==> src/rtl/srl_fifo_ctrl_if.sv <==
// Handshake, flush and SRL-side signal bundle for srl_fifo_ctrl.
// The slave modport is the controller's view; the master modport is the surrounding logic.
interface srl_fifo_ctrl_if #(
  parameter int unsigned WIDTH = 8
);
  logic             flush;
  logic             in_valid;
  logic             in_ready;
  logic [WIDTH-1:0] in_data;
  logic             srl_ce;
  logic [WIDTH-1:0] srl_d;
  logic [3:0]       srl_addr;
  logic [WIDTH-1:0] srl_q;
  logic             out_valid;
  logic             out_ready;
  logic [WIDTH-1:0] out_data;
  logic             almost_full;

  modport slave (
    input  flush, in_valid, in_data, srl_q, out_ready,
    output in_ready, srl_ce, srl_d, srl_addr, out_valid, out_data, almost_full
  );

  modport master (
    output flush, in_valid, in_data, srl_q, out_ready,
    input  in_ready, srl_ce, srl_d, srl_addr, out_valid, out_data, almost_full
  );
endinterface

==> src/rtl/srl_fifo_ctrl.sv <==
// Sequencing controller for an external SRL16E bank used as a shallow FIFO, with a registered output stage.
// Define SRL_FIFO_CTRL_ALMOST_FULL_EN to build the registered almost_full comparator.
module srl_fifo_ctrl #(
  parameter int unsigned WIDTH    = 8,
  parameter int unsigned DEPTH    = 16,
  parameter int unsigned AF_LEVEL = 12
) (
  input  logic           clk,
  input  logic           rst,
  srl_fifo_ctrl_if.slave bus
);

  if (DEPTH < 2 || DEPTH > 16) begin : g_bad_depth
    $error("srl_fifo_ctrl: DEPTH must be within 2..16");
  end
  if (AF_LEVEL > 31) begin : g_bad_af_level
    $error("srl_fifo_ctrl: AF_LEVEL does not fit the occupancy counter");
  end

  localparam logic [4:0] DEPTH_C = 5'(DEPTH);

  logic [4:0]       cnt_q;
  logic [4:0]       cnt_d;
  logic             out_valid_q;
  logic [WIDTH-1:0] out_data_q;
  logic             af_q;
  logic             in_ready;
  logic             push;
  logic             load;
  logic [3:0]       tail_addr;

  always_comb begin
    in_ready  = (cnt_q < DEPTH_C);
    push      = bus.in_valid & in_ready;
    load      = (cnt_q != '0) & (~out_valid_q | bus.out_ready);
    // cnt==16 wraps to 0 in 4 bits, so subtracting 1 still yields tap 15
    tail_addr = (cnt_q != '0) ? (cnt_q[3:0] - 4'd1) : '0;

    cnt_d = cnt_q;
    if (bus.flush) begin
      cnt_d = '0;
    end else if (push && !load) begin
      cnt_d = cnt_q + 5'd1;
    end else if (load && !push) begin
      cnt_d = cnt_q - 5'd1;
    end
  end

  always_ff @(posedge clk or posedge rst) begin
    if (rst) begin
      cnt_q       <= '0;
      out_valid_q <= 1'b0;
      out_data_q  <= '0;
    end else begin
      cnt_q <= cnt_d;
      if (bus.flush) begin
        out_valid_q <= 1'b0;
      end else if (load) begin
        out_valid_q <= 1'b1;
        out_data_q  <= bus.srl_q;
      end else if (out_valid_q && bus.out_ready) begin
        out_valid_q <= 1'b0;
      end
    end
  end

`ifdef SRL_FIFO_CTRL_ALMOST_FULL_EN
  localparam logic [4:0] AF_C = 5'(AF_LEVEL);

  // Registered from next occupancy so the flag lines up with the cycle cnt reaches the level
  always_ff @(posedge clk or posedge rst) begin
    if (rst) begin
      af_q <= 1'b0;
    end else if (bus.flush) begin
      af_q <= 1'b0;
    end else begin
      af_q <= (cnt_d >= AF_C);
    end
  end
`else
  always_comb af_q = 1'b0;
`endif

  assign bus.in_ready    = in_ready;
  assign bus.srl_ce      = push;
  assign bus.srl_d       = bus.in_data;
  assign bus.srl_addr    = tail_addr;
  assign bus.out_valid   = out_valid_q;
  assign bus.out_data    = out_data_q;
  assign bus.almost_full = af_q;

  a_cnt_bound: assert property (@(posedge clk) disable iff (rst) cnt_q <= DEPTH_C);
  a_no_empty_load: assert property (@(posedge clk) disable iff (rst) !(load && cnt_q == '0));

endmodule

==> src/flat_wrapper.sv <==
// flat-port wrapper written by rule: the top's interface ports become plain ports
module srl_fifo_ctrl_flat 
#(
  parameter int unsigned WIDTH    = 8,
  parameter int unsigned DEPTH    = 16,
  parameter int unsigned AF_LEVEL = 12
)
  (clk, rst, bus_flush, bus_in_valid, bus_in_data, bus_srl_q, bus_out_ready, bus_in_ready, bus_srl_ce, bus_srl_d, bus_srl_addr, bus_out_valid, bus_out_data, bus_almost_full);
  srl_fifo_ctrl_if #(.WIDTH(WIDTH)) bus_i ();
  input  logic clk;
  input  logic rst;
  input wire logic [$bits(bus_i.flush)-1:0] bus_flush;
  input wire logic [$bits(bus_i.in_valid)-1:0] bus_in_valid;
  input wire logic [$bits(bus_i.in_data)-1:0] bus_in_data;
  input wire logic [$bits(bus_i.srl_q)-1:0] bus_srl_q;
  input wire logic [$bits(bus_i.out_ready)-1:0] bus_out_ready;
  output wire logic [$bits(bus_i.in_ready)-1:0] bus_in_ready;
  output wire logic [$bits(bus_i.srl_ce)-1:0] bus_srl_ce;
  output wire logic [$bits(bus_i.srl_d)-1:0] bus_srl_d;
  output wire logic [$bits(bus_i.srl_addr)-1:0] bus_srl_addr;
  output wire logic [$bits(bus_i.out_valid)-1:0] bus_out_valid;
  output wire logic [$bits(bus_i.out_data)-1:0] bus_out_data;
  output wire logic [$bits(bus_i.almost_full)-1:0] bus_almost_full;
  assign bus_i.flush = bus_flush;
  assign bus_i.in_valid = bus_in_valid;
  assign bus_i.in_data = bus_in_data;
  assign bus_i.srl_q = bus_srl_q;
  assign bus_i.out_ready = bus_out_ready;
  assign bus_in_ready = bus_i.in_ready;
  assign bus_srl_ce = bus_i.srl_ce;
  assign bus_srl_d = bus_i.srl_d;
  assign bus_srl_addr = bus_i.srl_addr;
  assign bus_out_valid = bus_i.out_valid;
  assign bus_out_data = bus_i.out_data;
  assign bus_almost_full = bus_i.almost_full;
  srl_fifo_ctrl #(.WIDTH(WIDTH), .DEPTH(DEPTH), .AF_LEVEL(AF_LEVEL)) u_core (.clk(clk), .rst(rst), .bus(bus_i));
endmodule
==> config.mk <==
export PLATFORM = sky130hd
export DESIGN_NAME = srl_fifo_ctrl_flat
export DESIGN_NICKNAME = d
export VERILOG_FILES = /design/src/rtl/srl_fifo_ctrl_if.sv /design/src/rtl/srl_fifo_ctrl.sv /design/src/flat_wrapper.sv
export SDC_FILE = /design/constraint.sdc
export NUM_CORES = 1
export LEC_CHECK = 0
export BUFFER_PORTS_ARGS = -buffer_cell sky130_fd_sc_hd__buf_2
export CORE_AREA = 2 2 52 59
export CTS_CLUSTER_DIAMETER = 120
export DETAILED_ROUTE_END_ITERATION = 16
export DIE_AREA = 0 0 54 61
export HOLD_SLACK_MARGIN = 0.15
export PLACE_DENSITY = 0.63
export SYNTH_ARGS = -nofsm -noshare
export SYNTH_HDL_FRONTEND = slang
export SYNTH_SLANG_ARGS = --single-unit
==> constraint.sdc <==
create_clock -name clk -period 2.3 [get_ports clk]
set_clock_uncertainty 0.05 [all_clocks]
set_input_delay 0 -clock clk [delete_from_list [all_inputs] [get_ports clk]]
set_output_delay 0 -clock clk [all_outputs]
set_load 0.01 [all_outputs]
# Word-level counts from Yosys, hierarchy flattened

Cells that the tools add are included.

Add/subtract/negate cells: 3
$lt $le $gt $ge: 1
Muxes and demuxes: 7
Bitwise gates (word level): 5
Reductions and logical operators: 9

Operators with widths:

| operator                                                           | number |
|---|---|
| 5-bit two-way mux                                                  | 3 |
| 3-bit nonzero test                                                 | 2 |
| 5-bit by 1-bit adder with 5-bit output, second input constant      | 1 |
| 5-bit less-than comparator, second input constant                  | 1 |
| 5-bit nonzero test                                                 | 1 |
| 5-bit by 1-bit subtractor with 5-bit output, second input constant | 1 |
| 4-bit two-way mux                                                  | 1 |
| 4-bit by 1-bit subtractor with 4-bit output, second input constant | 1 |
| 1-bit logical AND                                                  | 3 |
| 1-bit two-way mux                                                  | 3 |
| 1-bit bitwise AND                                                  | 2 |
| 1-bit logical NOT                                                  | 2 |
| 1-bit inverter                                                     | 2 |
| 2-bit AND reduction                                                | 1 |
| 1-bit OR                                                           | 1 |

Register bits after elaboration: 14
Bits of input ports: 21
Output and inout bits: 24
Logic and storage cells: 28

# Longest topological paths before layout

Word-level depth: 7
Depth in mapped cells: 9
Depth with buffers taken out: 9

# Worst setup path before layout

No wires, ideal clock.

Path kind: register to register
Start: register u_core.cnt_q[0]
End: register u_core.cnt_q[4]
Library setup time: 0.082 ns
Arrival time: 2.301 ns
Required time: 2.168 ns
Setup slack: -0.133 ns
Cell stages (with the launch flop): 10
Buffers on the path: 0
Period minus slack after synthesis: 2.433 ns
Path through: dfrtp_1 inv_1 ha_1 nor4b_4 o21ai_2 fa_1 nand3_1 nand2_1 or4_1 a31oi_1

Cells in the longest elaborated chain, start to end: 6
Elaborated cells on any way between the ends: 14
Classes of those cells: add/sub: 2; order compare: 1; mux: 3; bitwise: 2; reduce/logical: 6

RTL lines:

| item                                                                               | line                | text |
|---|---|---|
| start, declared                                                                    | srl_fifo_ctrl.sv:22 | `logic [4:0] cnt_q;` |
| start signal, assigned                                                             | srl_fifo_ctrl.sv:55 | `cnt_q <= cnt_d;` |
| parallel branches: the longest is 6 deep, another holds 5-bit less-than comparator | -                   |  |

Several ways; the timed one is not identified. The select of a mux whose other input is x is not followed.
A chain may end at the register's enable or synchronous reset.

# Worst setup path in the final report

Ends and elaborated chain as after synthesis.

==> out/metrics.yaml <==
netSwitchingPower_uw: 692
power.share.sequential_pct: 25.3
powerDensity_nw_per_um2: 1260
syn-cell-area_sq_um: 908
synth_seq_area_share_pct: 38.6
power.share.clock_pct: 8.6
fin_nets: 164
synth_cells: 85
worstSetupPathType: "flip-flop to flip-flop"
grt_pass1_vias: 769
fp.dieW_microns: 54
syn_nets: 113
critPathCaptureType: "flip-flop"
power.leakage_uw: 0.000629
cts_max_level: 1
via_count: 769
crit_path_cell_trace: "inv_4, ha_4, nor4b_4, o21ai_4, fa_2, nand3_2, nand2_2, or4_4, a31oi_1"
antenna_cells: 0
critPathArrivalTime_ps: 2460
first_pass_iters: 2
antenna_found_initial: 0
crit_required_ps: 2460
pwr-share-comb_pct: 66.1
fillers: 267
slowest_stage: "or4_4"
layout-drive-gt1-share_pct: 48.1
slew_violations: 0
num_io_pins: 45
grt_start_max_net_pins: 15
drv_cap: 0
pre_cts_ws_ps: 26.0
status: "complete, but fails checks"
hold_path.class: "primary input to asynchronous set/reset pin"
worstMarginPinSlew_ps: 560
gp_congestion: 0.776
place_area_sq_um: 1080
ys_top_cells_by_area: "dfrtp_1 (39%), mux2_2 (12%), ha_1 (8.3%), buf_4 (7.4%), a21oi_1 (2.8%)"
cts_inserted_buffers: 3
ant_nets: 0
drt_first_iter_violations: 2
routed_wl_microns: 2200
final_common_cell: "buf_2"
finalSetupViolations: 1
core_sq_um: 2700
yosysTopAreaCell: "dfrtp_1"
slew_headroom_pct: 62.6
cts.clk_slew.worst_paths_ps: 90
yosysUniqueCellTypes: 30
area_growth_pct: 50.1
fin_area_sq_um: 1360
cts_tree: "built"
insertion_delay_ps: 280
avgSynthCellArea_sq_um: 10.7
clock-sinks: 14
fmax_mhz: 435
intPower_uw: 1020
violations: "negative setup slack"
ir_drop_v: 0.000988
period_minus_slack_ps: 2300
globalRouteTotalUtil_pct: 14.6
rows: 20
setup.worst_path.start_class: "flip-flop"
multiInputGateArea_sq_um: 518
hpwlAfterDp_microns: 1500
p_sw_share_pct: 40.4
cts.path.max_buffers: 2
die_h_microns: 61
hold_viol: 0
grt_pass1_wl_microns: 3500
rsz0062_at_grt: "true"
slowest_delay_ps: 470
ys_warn_count: 0
post_drt_wl_per_cell_microns: 13.1
root_buffer: "clkbuf_4"
final_cell_mix: "buf_2 (27), dlygate4sd3_1 (21), dfrtp_1 (13)"
vias_per_cell: 4.58
cp_max_fo: 4
reg2reg_slack_ps: -0.6
drcViolationCount: 0
die_area_sq_um: 3290
period_share_pct: 100
synth_top_area_share_pct: 38.6
setup_ws_ps: -0.648
synth_seq_cells: 14
seqCellArea_sq_um: 352
overflow: 0
port_buffers: 27
start_util_pct: 33.6
## synthesized netlist by cell type
| master | instances |
|---|---|
| a211oi_1 | 1 |
| a21oi_1 | 5 |
| a31oi_1 | 1 |
| and2_1 | 1 |
| and2_4 | 1 |
| buf_4 | 9 |
| clkbuf_1 | 1 |
| conb_1 | 1 |
| dfrtp_1 | 14 |
| fa_1 | 1 |
| ha_1 | 6 |
| inv_1 | 5 |
| mux2_2 | 10 |
| nand2_1 | 2 |
| nand2b_1 | 2 |
| nand3_1 | 3 |
| nand4b_1 | 2 |
| nor2_1 | 6 |
| nor2_2 | 1 |
| nor2b_1 | 2 |
| nor3_1 | 1 |
| nor4b_4 | 1 |
| o21ai_0 | 2 |
| o21ai_2 | 1 |
| o41ai_2 | 1 |
| or2_4 | 1 |
| or3_4 | 1 |
| or4_1 | 1 |
| xnor2_1 | 1 |
| xor2_1 | 1 |
## final cells by class
class	count	share of cell area [%]
Tap cell	33	3.03
Inverter	5	1.56
Sequential cell	14	25.8
Timing Repair Buffer	56	29.7
Clock buffer	4	1.93
Multi-Input combinational cell	56	38.0
## critical path: cells and delay by family (launching register included)
family,cells,cell delay (ps)
and+or+nand+nor,4,860
adders and majority gates,2,530
DFF,1,430
AOI/OAI and AO/OA,2,270
buffers and inverters,1,70
## per-stage QoR
| stage | setup TNS, ps | hold WS, ps | utilization, % | power (uW) | cells |
|---|---|---|---|---|---|
| after floorplan | -83.1 | -161 | - | 1100 | 85 |
| after global placement | 0 | -49.9 | 40.0 | 1400 | 141 |
| after detailed placement | 0 | -49.9 | 40.0 | 1420 | 141 |
| after CTS | 0 | 261 | 48.8 | 1620 | 166 |
| after global routing | -127 | 317 | 50.5 | 1870 | 168 |
| final | -0.648 | 274 | 50.5 | 1710 | 168 |
## flip-flops by register name, indices dropped and copies added (netlist names)
signal	count
u_core.cnt_q	5
u_core.bus.out_data	8
u_core.bus.out_valid	1
## metal layers
layer  up-vias  GRT usage (%)  routed length, microns
li1        379              -                       -
met1       358           17.9                     899
met2        32           25.8                    1170
met3         0           1.97                     129
met4         0           5.36                       0
met5         -              0                       0
## power groups by stage
stage / logic, uW / clock network [uW] / registers [uW]
after CTS: 1030 / 153 / 429
after detailed placement: 995 / 0 / 430
after global routing: 1250 / 165 / 447
after global placement: 970 / 0 / 425
after floorplan: 618 / 0 / 486
final: 1130 / 148 / 433
## worst paths after layout
path,from,to,cells after the start
max,u_core.cnt_q[0]$_DFFE_PP0P_,u_core.cnt_q[4]$_DFFE_PP0P_,9
min,rst,u_core.bus.out_data[0]$_DFFE_PP0P_,3
max reg2reg,u_core.cnt_q[0]$_DFFE_PP0P_,u_core.cnt_q[4]$_DFFE_PP0P_,9
min reg2reg,u_core.bus.out_data[6]$_DFFE_PP0P_,u_core.bus.out_data[6]$_DFFE_PP0P_,1
max in group asynchronous,rst,u_core.cnt_q[0]$_DFFE_PP0P_,3
min in group clk,bus_srl_q[0],u_core.bus.out_data[0]$_DFFE_PP0P_,3
## logic make-up (layout without fill, tap and decap cells)
logic type      count (synthesis)  after routing  synth area share [%]
compound gates                 11             11                  8.13
xor+xnor                        2              2                  1.93
fa+ha+maj                       7              7                  10.5
buf+inv                        15             65                  9.92
flops                          14             14                  38.6
mux                            10             10                  12.4
other cells                     1              1                 0.413
simple gates                   25             25                  18.2
## what timing repair did
item | 4_1_cts | 5_1_grt
hold buffers | 21 | 0
gates resized for setup | 0 | 8
buffers inserted | 0 | 2
hold endpoints to repair | 36 | 0
pin swaps | 1 | 7
setup endpoints to repair | 1 | 2
Power figures use the tool's default switching activity.
